==> src/rtl/lc4_mem_pkg.sv <==
// Shared types and limits for the LC4 data-port arbiter and its read-tag pipeline.
package lc4_mem_pkg;

    typedef enum logic [1:0] {
        NONE = 2'd0,
        M0   = 2'd1,
        M1   = 2'd2
    } owner_e;

    localparam int ID_W         = 1;
    localparam int READ_LAT_MAX = 8;
    localparam int BURST_CNT_W  = 4;

    // Burst counter increment that sticks at the configured limit.
    function automatic logic [BURST_CNT_W-1:0] sat_inc(
        input logic [BURST_CNT_W-1:0] cnt,
        input logic [BURST_CNT_W-1:0] lim
    );
        return (cnt >= lim) ? lim : cnt + BURST_CNT_W'(1);
    endfunction

endpackage

==> src/rtl/lc4_rd_tag_pipe.sv <==
// Fixed-depth {valid, id} shift register tracking outstanding loads; shifts only when enabled.
module lc4_rd_tag_pipe
    import lc4_mem_pkg::*;
#(
    parameter int DEPTH = 1
) (
    input  logic            clk,
    input  logic            rst_n,
    input  logic            en,
    input  logic            push_vld,
    input  logic [ID_W-1:0] push_id,
    output logic            tail_vld,
    output logic [ID_W-1:0] tail_id
);

    logic [DEPTH-1:0]           vld_q;
    logic [DEPTH-1:0][ID_W-1:0] id_q;

    always_ff @(posedge clk or negedge rst_n) begin
        if (!rst_n) begin
            vld_q <= '0;
            id_q  <= '0;
        end else if (en) begin
            vld_q[0] <= push_vld;
            id_q[0]  <= push_id;
            for (int i = 1; i < DEPTH; i++) begin
                vld_q[i] <= vld_q[i-1];
                id_q[i]  <= id_q[i-1];
            end
        end
    end

    assign tail_vld = vld_q[DEPTH-1];
    assign tail_id  = id_q[DEPTH-1];

endmodule

==> src/rtl/lc4_dport_arbiter.sv <==
// Two-master arbiter for the LC4 data port: round-robin ties, locked bursts with bounded hold,
// and read-data steering after a fixed memory latency.
//
// state | meaning
// NONE  | no owner; arbitrate single request or round-robin tie
// M0    | m0 holds a locked burst; m0 keeps winning until it drops or hits MAX_BURST with m1 waiting
// M1    | m1 holds a locked burst; symmetric to M0
module lc4_dport_arbiter
    import lc4_mem_pkg::*;
#(
    parameter int READ_LAT  = 1,
    parameter int MAX_BURST = 4
) (
    input  logic        clk,
    input  logic        rst_n,
    input  logic        gwe,
    input  logic        m0_req,
    input  logic        m0_we,
    input  logic        m0_lock,
    input  logic [15:0] m0_addr,
    input  logic [15:0] m0_wdata,
    input  logic        m1_req,
    input  logic        m1_we,
    input  logic        m1_lock,
    input  logic [15:0] m1_addr,
    input  logic [15:0] m1_wdata,
    output logic        m0_gnt,
    output logic        m1_gnt,
    output logic        m0_rvalid,
    output logic        m1_rvalid,
    output logic [15:0] m0_rdata,
    output logic [15:0] m1_rdata,
    output logic        mem_dre,
    output logic        mem_dwe,
    output logic [15:0] mem_daddr,
    output logic [15:0] mem_din,
    input  logic [15:0] mem_dout
);

    localparam logic [BURST_CNT_W-1:0] MAX_CNT = BURST_CNT_W'(MAX_BURST);
    localparam logic [BURST_CNT_W-1:0] CNT_ONE = BURST_CNT_W'(1);

    owner_e                 owner, owner_nxt;
    logic [BURST_CNT_W-1:0] burst_cnt, burst_nxt;
    logic [ID_W-1:0]        rr_last, rr_nxt;

    logic                   gnt0, gnt1;
    logic                   tie0, tie1;
    logic [BURST_CNT_W-1:0] cnt_inc;

    logic                   tail_vld;
    logic [ID_W-1:0]        tail_id;

    always_ff @(posedge clk or negedge rst_n) begin
        if (!rst_n) begin
            owner     <= NONE;
            burst_cnt <= '0;
            rr_last   <= 1'b1;
        end else begin
            owner     <= owner_nxt;
            burst_cnt <= burst_nxt;
            rr_last   <= rr_nxt;
        end
    end

    always_comb begin
        gnt0      = 1'b0;
        gnt1      = 1'b0;
        owner_nxt = owner;
        burst_nxt = burst_cnt;
        rr_nxt    = rr_last;
        cnt_inc   = CNT_ONE;
        tie0      = m0_req && (!m1_req || (rr_last == 1'b1));
        tie1      = m1_req && (!m0_req || (rr_last == 1'b0));

        // Grants are suppressed during reset so every enable reads 0 while rst_n is low.
        if (gwe && rst_n) begin
            unique case (owner)
                M0: begin
                    if (m0_req) begin
                        if (m1_req && (burst_cnt == MAX_CNT)) gnt1 = 1'b1;
                        else                                  gnt0 = 1'b1;
                    end else begin
                        gnt0 = tie0;
                        gnt1 = tie1;
                    end
                end
                M1: begin
                    if (m1_req) begin
                        if (m0_req && (burst_cnt == MAX_CNT)) gnt0 = 1'b1;
                        else                                  gnt1 = 1'b1;
                    end else begin
                        gnt0 = tie0;
                        gnt1 = tie1;
                    end
                end
                default: begin
                    gnt0 = tie0;
                    gnt1 = tie1;
                end
            endcase

            if ((owner == M0 && !m0_req) || (owner == M1 && !m1_req)) begin
                owner_nxt = NONE;
                burst_nxt = '0;
            end

            // A lock that would reach MAX_BURST while the other master waits is not honoured.
            if (gnt0) begin
                rr_nxt  = 1'b0;
                cnt_inc = (owner == M0) ? sat_inc(burst_cnt, MAX_CNT) : CNT_ONE;
                if (m0_lock && !(m1_req && (cnt_inc == MAX_CNT))) begin
                    owner_nxt = M0;
                    burst_nxt = cnt_inc;
                end else begin
                    owner_nxt = NONE;
                    burst_nxt = '0;
                end
            end else if (gnt1) begin
                rr_nxt  = 1'b1;
                cnt_inc = (owner == M1) ? sat_inc(burst_cnt, MAX_CNT) : CNT_ONE;
                if (m1_lock && !(m0_req && (cnt_inc == MAX_CNT))) begin
                    owner_nxt = M1;
                    burst_nxt = cnt_inc;
                end else begin
                    owner_nxt = NONE;
                    burst_nxt = '0;
                end
            end
        end
    end

    assign m0_gnt    = gnt0;
    assign m1_gnt    = gnt1;
    assign mem_daddr = gnt1 ? m1_addr  : m0_addr;
    assign mem_din   = gnt1 ? m1_wdata : m0_wdata;
    assign mem_dwe   = (gnt0 && m0_we)  || (gnt1 && m1_we);
    assign mem_dre   = (gnt0 && !m0_we) || (gnt1 && !m1_we);

    lc4_rd_tag_pipe #(
        .DEPTH (READ_LAT)
    ) u_rd_pipe (
        .clk      (clk),
        .rst_n    (rst_n),
        .en       (gwe),
        .push_vld (mem_dre),
        .push_id  (gnt1),
        .tail_vld (tail_vld),
        .tail_id  (tail_id)
    );

    assign m0_rvalid = gwe && tail_vld && (tail_id == 1'b0);
    assign m1_rvalid = gwe && tail_vld && (tail_id == 1'b1);
    assign m0_rdata  = mem_dout;
    assign m1_rdata  = mem_dout;

endmodule

==> config.mk <==
export PLATFORM = sky130hd
export DESIGN_NAME = lc4_dport_arbiter
export DESIGN_NICKNAME = d
export VERILOG_FILES = /design/src/rtl/lc4_mem_pkg.sv /design/src/rtl/lc4_rd_tag_pipe.sv /design/src/rtl/lc4_dport_arbiter.sv
export SDC_FILE = /design/constraint.sdc
export NUM_CORES = 1
export LEC_CHECK = 0
export CORE_MARGIN = 8
export CORE_UTILIZATION = 31
export DETAILED_ROUTE_END_ITERATION = 16
export HOLD_SLACK_MARGIN = 0.1
export PLACE_DENSITY_LB_ADDON = 0.25
export SYNTH_ARGS = -nofsm -noshare
export SYNTH_HDL_FRONTEND = slang
export SYNTH_SLANG_ARGS = --single-unit
==> constraint.sdc <==
create_clock -name clk -period 7.45 [get_ports clk]
set_input_delay 1.49 -clock clk [delete_from_list [all_inputs] [get_ports clk]]
set_output_delay 1.49 -clock clk [all_outputs]
set_load 0.01 [all_outputs]
## Yosys cells after proc, flatten, opt, wreduce, memory -nomap -nowiden

Cells that the tools add are included.

| operators by class | value |
|---|---|
| eq/ne operators | 5 |
| multiplexer cells | 31 |
| reductions and logical operators | 33 |
| bitwise operators | 2 |
| $add $sub $neg | 1 |
| order comparisons | 1 |

Operators with widths:

| operator | count |
|---|---|
| 16-bit two-way mux | 2 |
| 4-bit two-way mux | 8 |
| 1-bit logical AND | 18 |
| 1-bit two-way mux | 15 |
| 4-bit by 3-bit equality test with 1-bit output, second input constant | 3 |
| 2-bit two-way mux | 4 |
| 1-bit logical NOT | 6 |
| 1-bit logical OR | 5 |
| 4-bit by 1-bit adder with 4-bit output, second input constant | 1 |
| 4-bit by 3-bit greater-or-equal comparator with 1-bit output, second input constant | 1 |
| 1-bit one-hot mux with 2 select lines | 2 |
| 2-bit AND reduction | 2 |
| 3-bit nonzero test | 1 |
| 2-bit by 1-bit equality test with 1-bit output, second input constant | 1 |
| 2-bit equality test, second input constant | 1 |
| 1-bit inverter | 2 |
| 2-bit nonzero test | 1 |

| word-level totals | value |
|---|---|
| output and inout port bits | 70 |
| register bits after elaboration | 9 |

## Longest topological paths before layout

Gate-level depths: netlist of run 1.

| depth | value |
|---|---|
| depth in word-level cells | 10 |
| gate-level depth with buffers | 9 |
| gate-level depth less buffers | 9 |

## Cells and area by module

A second synthesis of run 1 with hierarchy kept.

| unflattened totals | value |
|---|---|
| cells, all modules | 152 |
| area total of the unflattened synthesis | 1,493.9 µm² |

Modules (own cells, without submodules):

| module | cells an instance | times used | area each (µm²) |
|---|---|---|---|
| lc4_dport_arbiter | 148 | 1 | 1,421.4 |
| lc4_rd_tag_pipe | 4 | 1 | 72.6 |

## Worst setup path before layout of run 1

Ideal clock, no wire load.

| path | value |
|---|---|
| path kind | input to output |
| start point | input port m1_req |
| end point | output port mem_daddr[10] |
| required time | 5.960 ns |
| path slack | 3.169 ns |
| stages on the path | 6 |
| arrival | 2.791 ns |
| cell sequence | clkbuf_1 > nand3b_1 > or3_4 > inv_6 > buf_8 > mux2_4 |

| on the way | value |
|---|---|
| word-level cells in the longest chain between the ends | 7 |
| elaborated cells between the ends (all ways) | 9 |
| classes of those cells | 7 x mux; 2 x reduce/logical |

Ends and longest elaborated chain:

| item | line | source |
|---|---|---|
| start: declaration | lc4_dport_arbiter.sv:22 | `input logic m1_req,` |
| 1-bit logical AND | lc4_dport_arbiter.sv:81 | `if (m1_req && (burst_cnt == MAX_CNT)) gnt1 = 1'b1;` |
| 1-bit two-way mux | lc4_dport_arbiter.sv:81 |  |
| 1-bit two-way mux | lc4_dport_arbiter.sv:80 | `if (m0_req) begin` |
| 1-bit one-hot mux with 2 select lines (*) | lc4_dport_arbiter.sv:78 | `unique case (owner)` |
| 1-bit two-way mux (*) (2 in series) | lc4_dport_arbiter.sv:77 | `if (gwe && rst_n) begin` |
| 16-bit two-way mux (*) | lc4_dport_arbiter.sv:135 | `assign mem_daddr = gnt1 ? m1_addr : m0_addr;` |
| end: declaration | lc4_dport_arbiter.sv:35 | `output logic [15:0] mem_daddr,` |

Every way passes the cells marked *; elsewhere a longest branch is shown, timed or not. The select of a mux whose other input is x is not followed.

## Worst setup path after layout of run 1

| path | value |
|---|---|
| start point | input port rst_n |
| end point | output port mem_daddr[15] |

| on the way | value |
|---|---|
| word-level cells in the longest chain between the ends | 3 |

Ends and longest elaborated chain:

| item | line | source |
|---|---|---|
| start: declaration | lc4_dport_arbiter.sv:15 | `input logic rst_n,` |
| 1-bit logical AND | lc4_dport_arbiter.sv:77 |  |
| 1-bit two-way mux | lc4_dport_arbiter.sv:77 |  |
| 16-bit two-way mux | lc4_dport_arbiter.sv:135 |  |

No other way between the ends.

==> results of run 1 <==
==> registers in the layout, indices dropped and copies added, names as in the netlist <==
signal and count:
burst_cnt 4, owner 2, rr_last 1, u_rd_pipe.tail_vld 1, u_rd_pipe.tail_id 1
==> critical path: cells and delay by family <==
| kind | cells | cell delay [ps] |
|---|---|---|
| mux | 1 | 380 |
| simple gates | 2 | 570 |
| buf+inv | 3 | 1540 |
==> layout make-up <==
cell class	count	area, um^2
Fill cell	438	2260
Sequential cell	9	226
Timing Repair Buffer	110	1100
Inverter	9	38.8
Tap cell	54	67.6
Clock buffer	4	45.0
Multi-Input combinational cell	95	895
==> how the worst max path moves through the flow <==
stage | to | slack (ps) | from | cells past startpoint
3_3_place_gp | mem_daddr[2] | 1940 | rst_n | 6
6_report | mem_daddr[15] | 1960 | rst_n | 6
2_1_floorplan | mem_daddr[10] | 3170 | m1_req | 6
4_1_cts | mem_daddr[15] | 1900 | rst_n | 6
3_5_place_dp | mem_dwe | 1900 | rst_n | 7
5_1_grt | mem_dwe | 1640 | rst_n | 7
==> kinds of logic after synthesis <==
kind of cell    after synthesis  synth area share, %
buf+inv                      46                 23.1
mux                          32                 31.7
flops                         9                 15.5
fa+ha+maj                     4                 3.43
compound gates               22                 11.8
simple gates                 37                 14.5
==> per-layer routing <==
| metal | up-vias | GRT usage [%] | share of wire (%) |
|---|---|---|---|
| met2 | 80 | 25.2 | 45 |
| met4 | 0 | 2.75 | 1.2 |
| met1 | 618 | 16.6 | 41 |
| li1 | 659 | - | - |
| met5 | - | 0 | 0 |
| met3 | 17 | 7.51 | 12 |
==> power by group through the flow <==
stage / clock [W] / combinational [W] / sequential, W
detailed placement: 0 / 0.000324 / 0.0000859
CTS: 0.0000561 / 0.000326 / 0.0000855
global route: 0.0000590 / 0.000350 / 0.0000881
global placement: 0 / 0.000324 / 0.0000857
floorplan: 0 / 0.000223 / 0.0000811
finish: 0.0000549 / 0.000323 / 0.0000859
==> through the flow <==
step	util (%)	instance area (um^2)	cells
finish	51.3	2370	281
global route	51.3	2370	281
CTS	51.3	2370	281
detailed placement	50.3	2330	277
global placement	50.3	2330	277
floorplan	-	1460	150
==> Yosys cell counts (all sizes together), types with 4 or more instances <==
library cell / instances / area [um^2]
a31oi: 4 / 25.0
inv: 9 / 38.8
nand3: 6 / 30.0
buf: 35 / 290
nand2: 6 / 22.5
mux2: 32 / 462
dfrtp: 8 / 200
nor3: 4 / 25.0
o21ai: 4 / 20.0
nor2: 8 / 30.0
ha: 4 / 50.1
==> results.txt, run 1 <==
The flow ran to the end, and the final reports show no timing, DRC or antenna violations. The proportion of synthesized flip-flops having asynchronous set or reset came out at 100%. Net switching is between 30% and 40% of the power. Of the total power, the clock network draws 11.8%. The die is 84.6 um wide. The worst slack at placement is about 1900 ps. The critical path in this run is classified as primary input to primary output. In the synthesized netlist the dominant register cell turns out to be sky130_fd_sc_hd__dfrtp_1.

The number of endpoints failing setup at the final stage came out at 0. The highest fanout seen on the critical path came out at 35. Counting the buffers created by CTS gives 3. Routability-driven placement finished with a final weighted congestion of between 0.8 and 0.9. The clock slew at the register clock pins of the worst setup and hold paths is around 50 ps. The headroom to the max-slew limit is between 40% and 50%. The count of input and output buffers came out at 110. The worst hold path belongs to the class register to register. The insertion delay of the later-clocked pin in the worst-skew pair is about 230 ps. The net load switching power is 0.000182 W. The total number of clock tree sinks is 9. The highest-delay cell along the critical path is sky130_fd_sc_hd__clkdlybuf4s50_1. The TritonCTS clock tree is built. The worst endpoint required time came out at around 6000 ps. The number of enable-type register cells in the synthesized netlist is 0. The leading cell type in the layout, fill and taps excluded is sky130_fd_sc_hd__clkdlybuf4s50_1.

Entering global routing, the biggest net connects 36 pins. The data arrival time of the critical path is ~4000 ps. In this run the critical register-to-register path is launched from owner[0]$_DFFE_PN0P_. Using the TritonRoute via totals, the vias-per-cell ratio works out to approximately 5. The number of failing hold endpoints at the final stage came out at 0.

The number of H-tree levels came out at 1. The hold slack came out at about 500 ps. The number of register bits inferred by synthesis is 9.

The total power after layout came out at ~0.00046 W. The worst setup path is captured at a primary output. The first routing iteration left 23 violations. For hold timing, the worst endpoint is u_rd_pipe.tail_vld$_DFFE_PN0P_. The routed layout has roughly 1400 vias. Global routing consumed, over all layers together, about 15% of the routing resources. The area growth from synthesis to layout came out at 62.8%. In the layout the commonest cells are 110 x sky130_fd_sc_hd__clkdlybuf4s50_1, 27 x sky130_fd_sc_hd__mux2_4, 8 x sky130_fd_sc_hd__nor2_1, 8 x sky130_fd_sc_hd__dfrtp_1, 7 x sky130_fd_sc_hd__inv_1.

The post-synthesis average cell area is around 9.7 um^2. The number of slew-limit violations in the final report is 0. The count of buffers added by post-CTS timing repair for setup is 0. The area enclosed by the die boundary came out at between 7000 and 8000 um^2. The master cell of the clock root buffer is sky130_fd_sc_hd__clkbuf_8.

The net count of the finished layout came out at about 320. After floorplanning, the core was sized to cover 4630 um^2. The worst reg-to-reg setup slack came out at between 5000 and 6000 ps. The total overflow reported by the global router is 0. The proportion of layout cells with a drive suffix above 1 came out at between 10% and 20%.

The number of global-route vias before repair came out at 1370. The critical path's most frequent cell is sky130_fd_sc_hd__clkdlybuf4s50_1. For this run, the slowest stage of the critical path takes 720 ps. The number of optimization iterations in the first detailed-route pass is 4. The power per standard cell area is 196 nW/um^2. The proportion of synthesized chip area in sequential cells is approximately 16%.

The highest ir drop seen on vdd came out at about 0.15 mV. The worst hold path begins at u_rd_pipe.tail_vld$_DFFE_PN0P_. The floorplan has 25 rows. The starting density of the core came out at between 30% and 40%. Setup repair after global routing left no endpoint under its margin. Walking the worst path, the cells encountered are clkdlybuf4s50_1, nand2_1, or3_4, inv_6, mux2_2, clkdlybuf4s50_1. The cell area that synthesis handed to floorplanning was roughly 1500 um^2. The final setup TNS is 0 ps.

In this run, post-CTS hold repair placed 0 buffers. The transition at the pin with the smallest max-transition slack came out at about 800 ps. The final antenna-violating net count came out at 0. The antenna cell count is 0. The endpoint identified for the worst register-to-register timing path is owner[0]$_DFFE_PN0P_. The worst-case clock skew is 5.39 ps.

During synthesis, Yosys emitted a total of 0 warnings. The leakage power is around 0.94 nW. The total internal power is ~0.00028 W.

The first-pass GRT wire length came out at between 8000 and 9000 um. The final worst-path cycle share is between 70% and 80%. The worst register-to-register path has a depth of 9.

The number of top-level pins is roughly 160. The detail-routed net length per standard cell is ~20 um. The synthesized netlist contains 39 unique library cells. The number of gates resized after cts is 0. The number of cells on the worst hold path is 2. The number of violations of the max-capacitance limit came out at 0. The worst path setup slack after routing is just under 2000 ps. The share of power burned in combinational logic is 69.7%.

Summed over all layers, the routed wires come to 5550 um. The synthesized instance count is 150. The die height came out at 84.6 um.

The number of nets in the synthesized netlist is 243. Sequential cells account for between 15 and 20% of the total power. The maximum root-to-sink buffer count came out at 2. The HPWL after detailed placement is 4750 um. The number of antenna violations at the first check in global routing came out at 0. In the routed design, unresolved DRC markers number 0.

The type of element launching the critical path is a primary input. For this run, the top clock speed supported by timing is ~0.18 GHz. The final critical path time including I/O delays and setup is 5490 ps.
(Power assumes the default switching activity.)
==> inputs of run 2 (changes only) <==
CORE_UTILIZATION = 26   (was 31)
clock period = 4.9 ns   (was 7.45 ns; I/O delays follow)
==> run 2 against run 1 <==
Effect of this change: cell count up 6.8%; core utilization down 7.4 points; critical path depth up 1; sequential cell count unchanged; register-to-register slack worse by 2600 ps; clock-buffer cell count unchanged; routed wire length up 0.25%; combinational power up 53%; non-clock buffer count up 1; sequential share of layout area down 0.12 points; highest routed layer unchanged.
==> results.txt, run 2 (synthesized netlist as in run 1, its figures left out) <==
Clock tree synthesis found a total of 9 sinks. The data arrival time of the critical path came out at about 3500 ps. The number of logic stages on the critical path including buffering is 7. The number of vias per cell after detailed routing is 4.59. Post-CTS repair changed the size of 0 cells. STA classifies the critical path endpoint as a primary output. The number of antenna violations at the first check in global routing is 0. In the layout the commonest cells are 110 x sky130_fd_sc_hd__clkdlybuf4s50_1, 27 x sky130_fd_sc_hd__mux2_4, 8 x sky130_fd_sc_hd__nor2_1, 8 x sky130_fd_sc_hd__dfrtp_1, 7 x sky130_fd_sc_hd__inv_1. The critical path ends at mem_dwe. At the pin with the least slew margin, the transition time is ~840 ps. The area enclosed by the die boundary came out at 8260 um^2. The sequential share of power came out at between 10% and 20%. In this run the worst setup path begins at m1_req. The detail-routed net length per standard cell came out at about 19 um. The number of optimization iterations in the first detailed-route pass is 4. The die boundary width is 90.9 um.

The library cell used most frequently in the layout, excluding fill and tap cells, is sky130_fd_sc_hd__clkdlybuf4s50_1. The number of failing hold endpoints at the final stage came to 0. Grouping stages by cell kind, the critical path spends the most delay in buffers and inverters. The total power after layout is 0.000714 W.

Across all register-to-register paths, the minimum setup slack is 2410 ps. The min-delay analysis places its worst path in the category register to register. The critical path is of the primary input to primary output type. Setup repair after global routing left no endpoint under its margin.

The worst-case clock skew is between 4 and 5 ps. The maximum root-to-sink buffer count is 2. Cells with a size suffix above 1 make up about a fifth of the layout. The HPWL after detailed placement came out at 4720 um. For this configuration, the core starts out at a cell density of a little over a quarter. TritonCTS built the clock tree. The insertion delay of the later-clocked pin in the worst-skew pair is ~230 ps. The switching share of power came out at about two fifths. The number of cells on the worst hold path is 2. The clock slew at the register clock pins of the worst setup and hold paths is 50 ps. Counting tap cells, the placed design contains a total of ~300 instances. The net load switching power came out at around 0.00028 W.

The final critical path time including I/O delays and setup came out at around 4400 ps. The utilization of the core after routing came out at approximately 44%. The final non-filler cell total came out at 300.

The power per standard cell area is 297 nW/um^2. At the end of routability-driven placement, the weighted congestion stood at ~0.77. The tree is rooted in a sky130_fd_sc_hd__clkbuf_8. The quantity of hold-fixing buffers added after cts is 0. The count of input and output buffers is 110. The worst pin sits at a relative slew slack of 43.6%. The final wirelength is around 5600 um. The area growth from synthesis to layout is 64.9%. In this run, the combinational gates consume between 60% and 70% of the power. The row count is 27. The total via count in the routed design is between 1000 and 1500. The core box area is 5470 um^2. The total overflow reported by the global router is 0. For the worst flop-to-flop path, the logic depth is 9. The net count of the finished layout is approximately 320. The clock network power share is 12.2%. The highest-delay cell along the critical path is sky130_fd_sc_hd__a31oi_1. The post-route DRC violation count is 0. Summed over all failing endpoints, the final setup total negative slack is 0 ps. ~160 I/O pins were placed.

The largest single stage delay on the critical path is 700 ps. The final worst-path cycle share is 90.7%. The tool flagged a number of max-cap violations equal to 0. TritonCTS created 3 clock buffers. The final antenna-violating net count is 0. The post-placement cell area is 2360 um^2. The first-pass GRT wire length came out at about 8600 um. The cell that appears most often on the critical path is sky130_fd_sc_hd__clkdlybuf4s50_1. The largest net degree at the start of global routing came out at 36. The worst register-to-register path ends at owner[0]$_DFFE_PN0P_. The count of buffers added by post-CTS timing repair for setup came out at 0. The antenna cell count is 0. The total global-route track usage came out at between 10% and 20%. Summing all non-filler instances in the final layout gives an area of approximately 2400 um^2. The highest fanout seen on the critical path is 11. The run finished with clean final reports. The number of global-route vias before repair was roughly 1400. The number of endpoints failing setup at the final stage is 0. IR analysis of the VDD net gives a maximum drop of between 0.15 and 0.2 mV. The largest registers in the layout are burst_cnt: 4 flops, owner: 2 flops. Measured along the y axis, the die boundary spans roughly 91 um.

The register name with the most flops is burst_cnt. The number of buffer and inverter stages on the critical path came out at 3. The type of element launching the critical path is a primary input. The worst endpoint required time is just under 4000 ps. The DRC marker count from the first detailed-route iteration is 46. The reg-to-reg startpoint is owner[0]$_DFFE_PN0P_. The critical path goes through clkdlybuf4s50_1, nand2b_1, a31oi_1, nand2_1, inv_2, a22o_1, clkdlybuf4s50_1. The maximum clock frequency came out at 0.225 GHz.

The number of slew-limit violations in the final report is 0. In this run the number of H-tree levels came out at 1. The flip-flop count of the largest register after layout is 4. The total internal power came out at ~0.00043 W.

The analysis attributes to cell leakage a power of 0.947 nW.
## run 2: changes by cell type in the layout (fill, tap and decap cells not counted)
cell                    delta
sky130_fd_sc_hd__buf_4     +1
## run 2: worst reg2reg max path: cells and delay by family, from the launching register on
kind                     cells  cell delay (ps)
adder cells (fa/ha/maj)      1              380
buffers and inverters        2              220
flip-flops                   1              380
AO/OA/AOI/OAI                2              720
AND/OR/NAND/NOR              4              700
## run 2: routing by layer
layer | track usage (%) | routed length [um]
met1 | 15.5 | 2410
met5 | 0 | 0
met4 | 1.36 | 7
met3 | 6.23 | 561
met2 | 21.3 | 2580
## run 2: per-stage QoR
| step | hold slack, ps | setup WS [ps] |
|---|---|---|
| 3_5_place_dp | 505 | 483 |
| 3_3_place_gp | 513 | 508 |
| 4_1_cts | 516 | 481 |
| 2_1_floorplan | 463 | 1640 |
| 6_report | 513 | 454 |
| 5_1_grt | 559 | 202 |
## run 2: power groups by stage
| stage | clock, W | sequential (W) | combinational (W) |
|---|---|---|---|
| CTS | 0.0000890 | 0.000131 | 0.000498 |
| finish | 0.0000869 | 0.000132 | 0.000495 |
| global route | 0.0000939 | 0.000136 | 0.000539 |
| floorplan | 0 | 0.000123 | 0.000339 |
| detailed placement | 0 | 0.000132 | 0.000496 |
| global placement | 0 | 0.000131 | 0.000493 |
## run 2: how the worst min path moves through the flow
stage                                         from                             end  slack (ps)
finish              u_rd_pipe.tail_vld$_DFFE_PN0P_  u_rd_pipe.tail_vld$_DFFE_PN0P_         510
global route        u_rd_pipe.tail_vld$_DFFE_PN0P_  u_rd_pipe.tail_vld$_DFFE_PN0P_         560
floorplan           u_rd_pipe.tail_vld$_DFFE_PN0P_  u_rd_pipe.tail_vld$_DFFE_PN0P_         460
CTS                 u_rd_pipe.tail_vld$_DFFE_PN0P_  u_rd_pipe.tail_vld$_DFFE_PN0P_         520
global placement    u_rd_pipe.tail_vld$_DFFE_PN0P_  u_rd_pipe.tail_vld$_DFFE_PN0P_         510
detailed placement  u_rd_pipe.tail_vld$_DFFE_PN0P_  u_rd_pipe.tail_vld$_DFFE_PN0P_         510
## run 2: cell type report
cell class	count	area, um^2
clock buffer	4	45.0
timing repair buffer	111	1110
sequential	9	226
fill	542	3070
inverter	9	38.8
tap	72	90.1
multi-input combinational	95	895
==> inputs of run 3 (changes only) <==
--- a/config.mk
+++ b/config.mk
@@ -6,4 +6,5 @@
 export NUM_CORES = 1
 export LEC_CHECK = 0
+export ABC_AREA = 1
 export CORE_MARGIN = 8
 export CORE_UTILIZATION = 26
==> constraint.sdc (replaced) <==
create_clock -name clk -period 4.9 [get_ports clk]
set_input_delay 0.98 -clock clk [delete_from_list [all_inputs] [get_ports clk]]
set_output_delay 0.98 -clock clk [all_outputs]
set_load 0.05 [all_outputs]
==> run 3 against run 2 <==
Effect of this change: die area fell by 1.1%; highest routed layer unchanged; register-to-register slack improved by 420 ps; critical endpoint is now mem_dre; sequential share of layout area fell by 1.1 points; synthesized cell count rose by 73%; via count is 25% higher; total power up 27%.
==> results.txt, run 3 <==
VDD sags by at most around 0.13 mV. The later pin in the worst-skew pair is clocked with a latency of 240 ps. The final wirelength is 5640 um. In the post-synthesis netlist, the cell with the most instances is sky130_fd_sc_hd__nand2_1.

The largest net degree at the start of global routing is 36. The post-synthesis average cell area is roughly 5.5 um^2. After synthesis, the largest area contributor takes up between 30% and 40% of total cell area. The data arrival time of the critical path came out at 3210 ps. The routed design could run at a clock period as short as ~4200 ps. The master cell of the clock root buffer is sky130_fd_sc_hd__clkbuf_8.

Measured against its own limit, the worst slew margin works out to about 63%. The cell area that synthesis handed to floorplanning was approximately 1400 um^2. Across every metal layer, demand over resource in global routing totals 13.4%. The transition at the pin with the smallest max-transition slack is ~560 ps. The die height came out at around 90 um. The area enclosed by the die boundary came out at between 8000 and 9000 um^2.

Clock-pin slew was measured on the worst setup and hold paths at ~50 ps. The proportion of layout cells with a drive suffix above 1 came out at around 15%. STA classifies the critical path endpoint as a primary output. For this configuration, the core starts out at a cell density of a little over a quarter. The biggest area contributor in the post-synthesis netlist is sky130_fd_sc_hd__nand2_1.

The first-pass GRT wire length is slightly below 9000 um. The proportion of synthesized flip-flops having asynchronous set or reset is 100%. In this run the post-CTS setup repair buffer count came out at 0.

Along the worst path, the maximum fanout reaches 21. The count of nets left with antenna violations once routing finished came out at 0. The type of element launching the critical path is a primary input.

The number of antenna violations at the first check in global routing came out at 0. TritonCTS built the clock tree. The run finished with clean final reports. In the post-synthesis netlist, the biggest area contributors are sky130_fd_sc_hd__nand2_1 35%, sky130_fd_sc_hd__buf_4 18%, sky130_fd_sc_hd__dfrtp_1 14%, sky130_fd_sc_hd__inv_1 6.5%, sky130_fd_sc_hd__nand3_1 3.8%. The number of failing hold endpoints at the final stage came out at 0. The total overflow reported by the global router is 0. The synthesized instance count is 260. The number of top-level pins came out at around 160. The count of cell types in the netlist came out at 22. The critical path class is primary input to primary output. The post-synth net total is 353. In the layout the commonest cells are 134 x sky130_fd_sc_hd__nand2_1, 76 x sky130_fd_sc_hd__clkdlybuf4s50_1, 33 x sky130_fd_sc_hd__buf_12.

Buffers inserted to repair hold after CTS numbered 0. Summed over all failing endpoints, the final setup total negative slack is 0 ps. The maximum clock frequency is 0.239 GHz. The number of global-route vias before repair came out at 1699.

The total CTS buffers is 3. The number of slew-limit violations in the final report was 0. Once detailed placement completed, the half-perimeter wirelength came to around 4900 um.

The core box area came out at about 5400 um^2. For this design the ratio of total power to cell area is 333 nW/um^2. The number of violations of the max-capacitance limit is 0.

The number of gates resized after cts came out at 0. The row count came out at 27. The congestion estimate from routability-driven global placement came to 0.851.

The number of optimization iterations in the first detailed-route pass came out at 4. The flip-flop count of the largest register after layout came out at 4. Using the TritonRoute via totals, the vias-per-cell ratio works out to between 4 and 5.

The post-route DRC violation count came out at 0. The total number of clock tree sinks came out at 9. For the worst setup path, the data required time is 3920 ps. The register name with the most flops is burst_cnt.

After detailed placement, the total cell area comes to roughly 2700 um^2. The number of endpoints failing setup at the final stage came out at 0. The final non-filler cell total is 409.

For this run, the register share of the synthesized area comes to 15.8%. Once placement completed, the tool counted placed cells totaling 405. Setup repair after global routing left no endpoint under its margin. Yosys mapped a number of flops with a built-in enable equal to 0.

The kind of path behind the tightest hold check is register to register. By count the netlist is led by 134 x sky130_fd_sc_hd__nand2_1, 35 x sky130_fd_sc_hd__buf_4, 25 x sky130_fd_sc_hd__inv_1, 11 x sky130_fd_sc_hd__nand3_1, 10 x sky130_fd_sc_hd__nor2_1. The die boundary width came out at between 90 and 100 um. The total via count in the routed design is 1723. The final critical path takes up about 85% of the cycle. The count of input and output buffers is 110. After the last flow step, the layout net total stands at between 400 and 500. The utilization of the core after routing came out at around 50%.

The leakage power came out at between 1 and 1.5 nW. After the first detailed-routing iteration, the DRC count stood at 90. Leaving out fill and tap cells, the most frequent cell in the layout is sky130_fd_sc_hd__nand2_1.

From synthesis to final layout, the design area changed by 89.4%. The count of yosys warnings during synthesis is 0. The maximum root-to-sink buffer count is 2.

The antenna cell count is 0. After detailed routing, the average wire length per cell comes to roughly 14 um. The number of H-tree levels is 1. Summing all non-filler instances in the final layout gives an area of 2720 um^2. In the final layout, the registers with the most flip-flops are burst_cnt: 4 flops, owner: 2 flops. The worst-case clock skew is 2.98 ps. Among all flip-flop cells after synthesis, the most frequent one is sky130_fd_sc_hd__dfrtp_1.

The number of register bits inferred by synthesis is 9.
[run 3: area by class of cell]
class	count	area [um^2]
Clock buffer	3	41.3
Timing Repair Buffer	112	1440
Multi-Input combinational cell	184	811
Tap cell	72	90.1
Fill cell	532	2720
Inverter	28	105
Clock inverter	1	5.00
Sequential cell	9	226
[run 3: logic make-up (layout without fill, tap and decap cells)]
family | count (synthesis) | after routing | synth area share, %
and+or+nand+nor | 167 | 167 | 48.2
buffers and inverters | 67 | 144 | 27.9
AOI/OAI and AO/OA | 13 | 13 | 4.70
DFF | 9 | 9 | 15.8
adders and majority gates | 4 | 4 | 3.48
[run 3: metrics by stage]
stage / setup WS (ps) / hold WS [ps] / power, W
2_1_floorplan: 1280 / 480 / 0.000574
3_3_place_gp: 734 / 531 / 0.000820
3_5_place_dp: 688 / 515 / 0.000825
4_1_cts: 687 / 525 / 0.000916
5_1_grt: 608 / 538 / 0.000968
6_report: 715 / 515 / 0.000908
[run 3: report_power, final]
group,leakage (nW),internal (W),switching (W)
sequential,0.119,0.0000966,0.0000132
clock,0.0255,0.0000556,0.0000317
combinational,1.22,0.000300,0.000411
total,1.37,0.000452,0.000456
[run 3: layer usage]
| metal | global-route usage, % | share of wire (%) | routed length (um) |
|---|---|---|---|
| met4 | 3.33 | 1.2 | 70 |
| met5 | 0 | 0 | 0 |
| met1 | 14.5 | 39 | 2190 |
| met2 | 24.2 | 52 | 2960 |
| met3 | 4.74 | 7.4 | 420 |
[run 3: final timing paths]
check,start,endpoint,slack [ps],depth (start not counted)
min in group asynchronous,rst_n,burst_cnt[3]$_DFFE_PN0P_,1130,2
worst min register to register,u_rd_pipe.tail_vld$_DFFE_PN0P_,u_rd_pipe.tail_vld$_DFFE_PN0P_,520,2
max in group asynchronous,rst_n,rr_last$_DFFE_PN1P_,3550,2
worst max-delay path,m0_req,mem_dre,710,10
worst max register to register,burst_cnt[0]$_DFFE_PN0P_,rr_last$_DFFE_PN1P_,2830,12
worst min-delay path,u_rd_pipe.tail_vld$_DFFE_PN0P_,u_rd_pipe.tail_vld$_DFFE_PN0P_,520,2
[run 3: worst max-delay path, stage by stage]
cell,delay (ps)
sky130_fd_sc_hd__clkdlybuf4s50_1,540
sky130_fd_sc_hd__nand2_1,90
sky130_fd_sc_hd__inv_2,70
sky130_fd_sc_hd__nand2_1,60
sky130_fd_sc_hd__nand2_1,60
sky130_fd_sc_hd__nand2_1,60
sky130_fd_sc_hd__nand2_2,80
sky130_fd_sc_hd__nand3_4,220
sky130_fd_sc_hd__o21ai_0,220
sky130_fd_sc_hd__clkdlybuf4s50_1,830
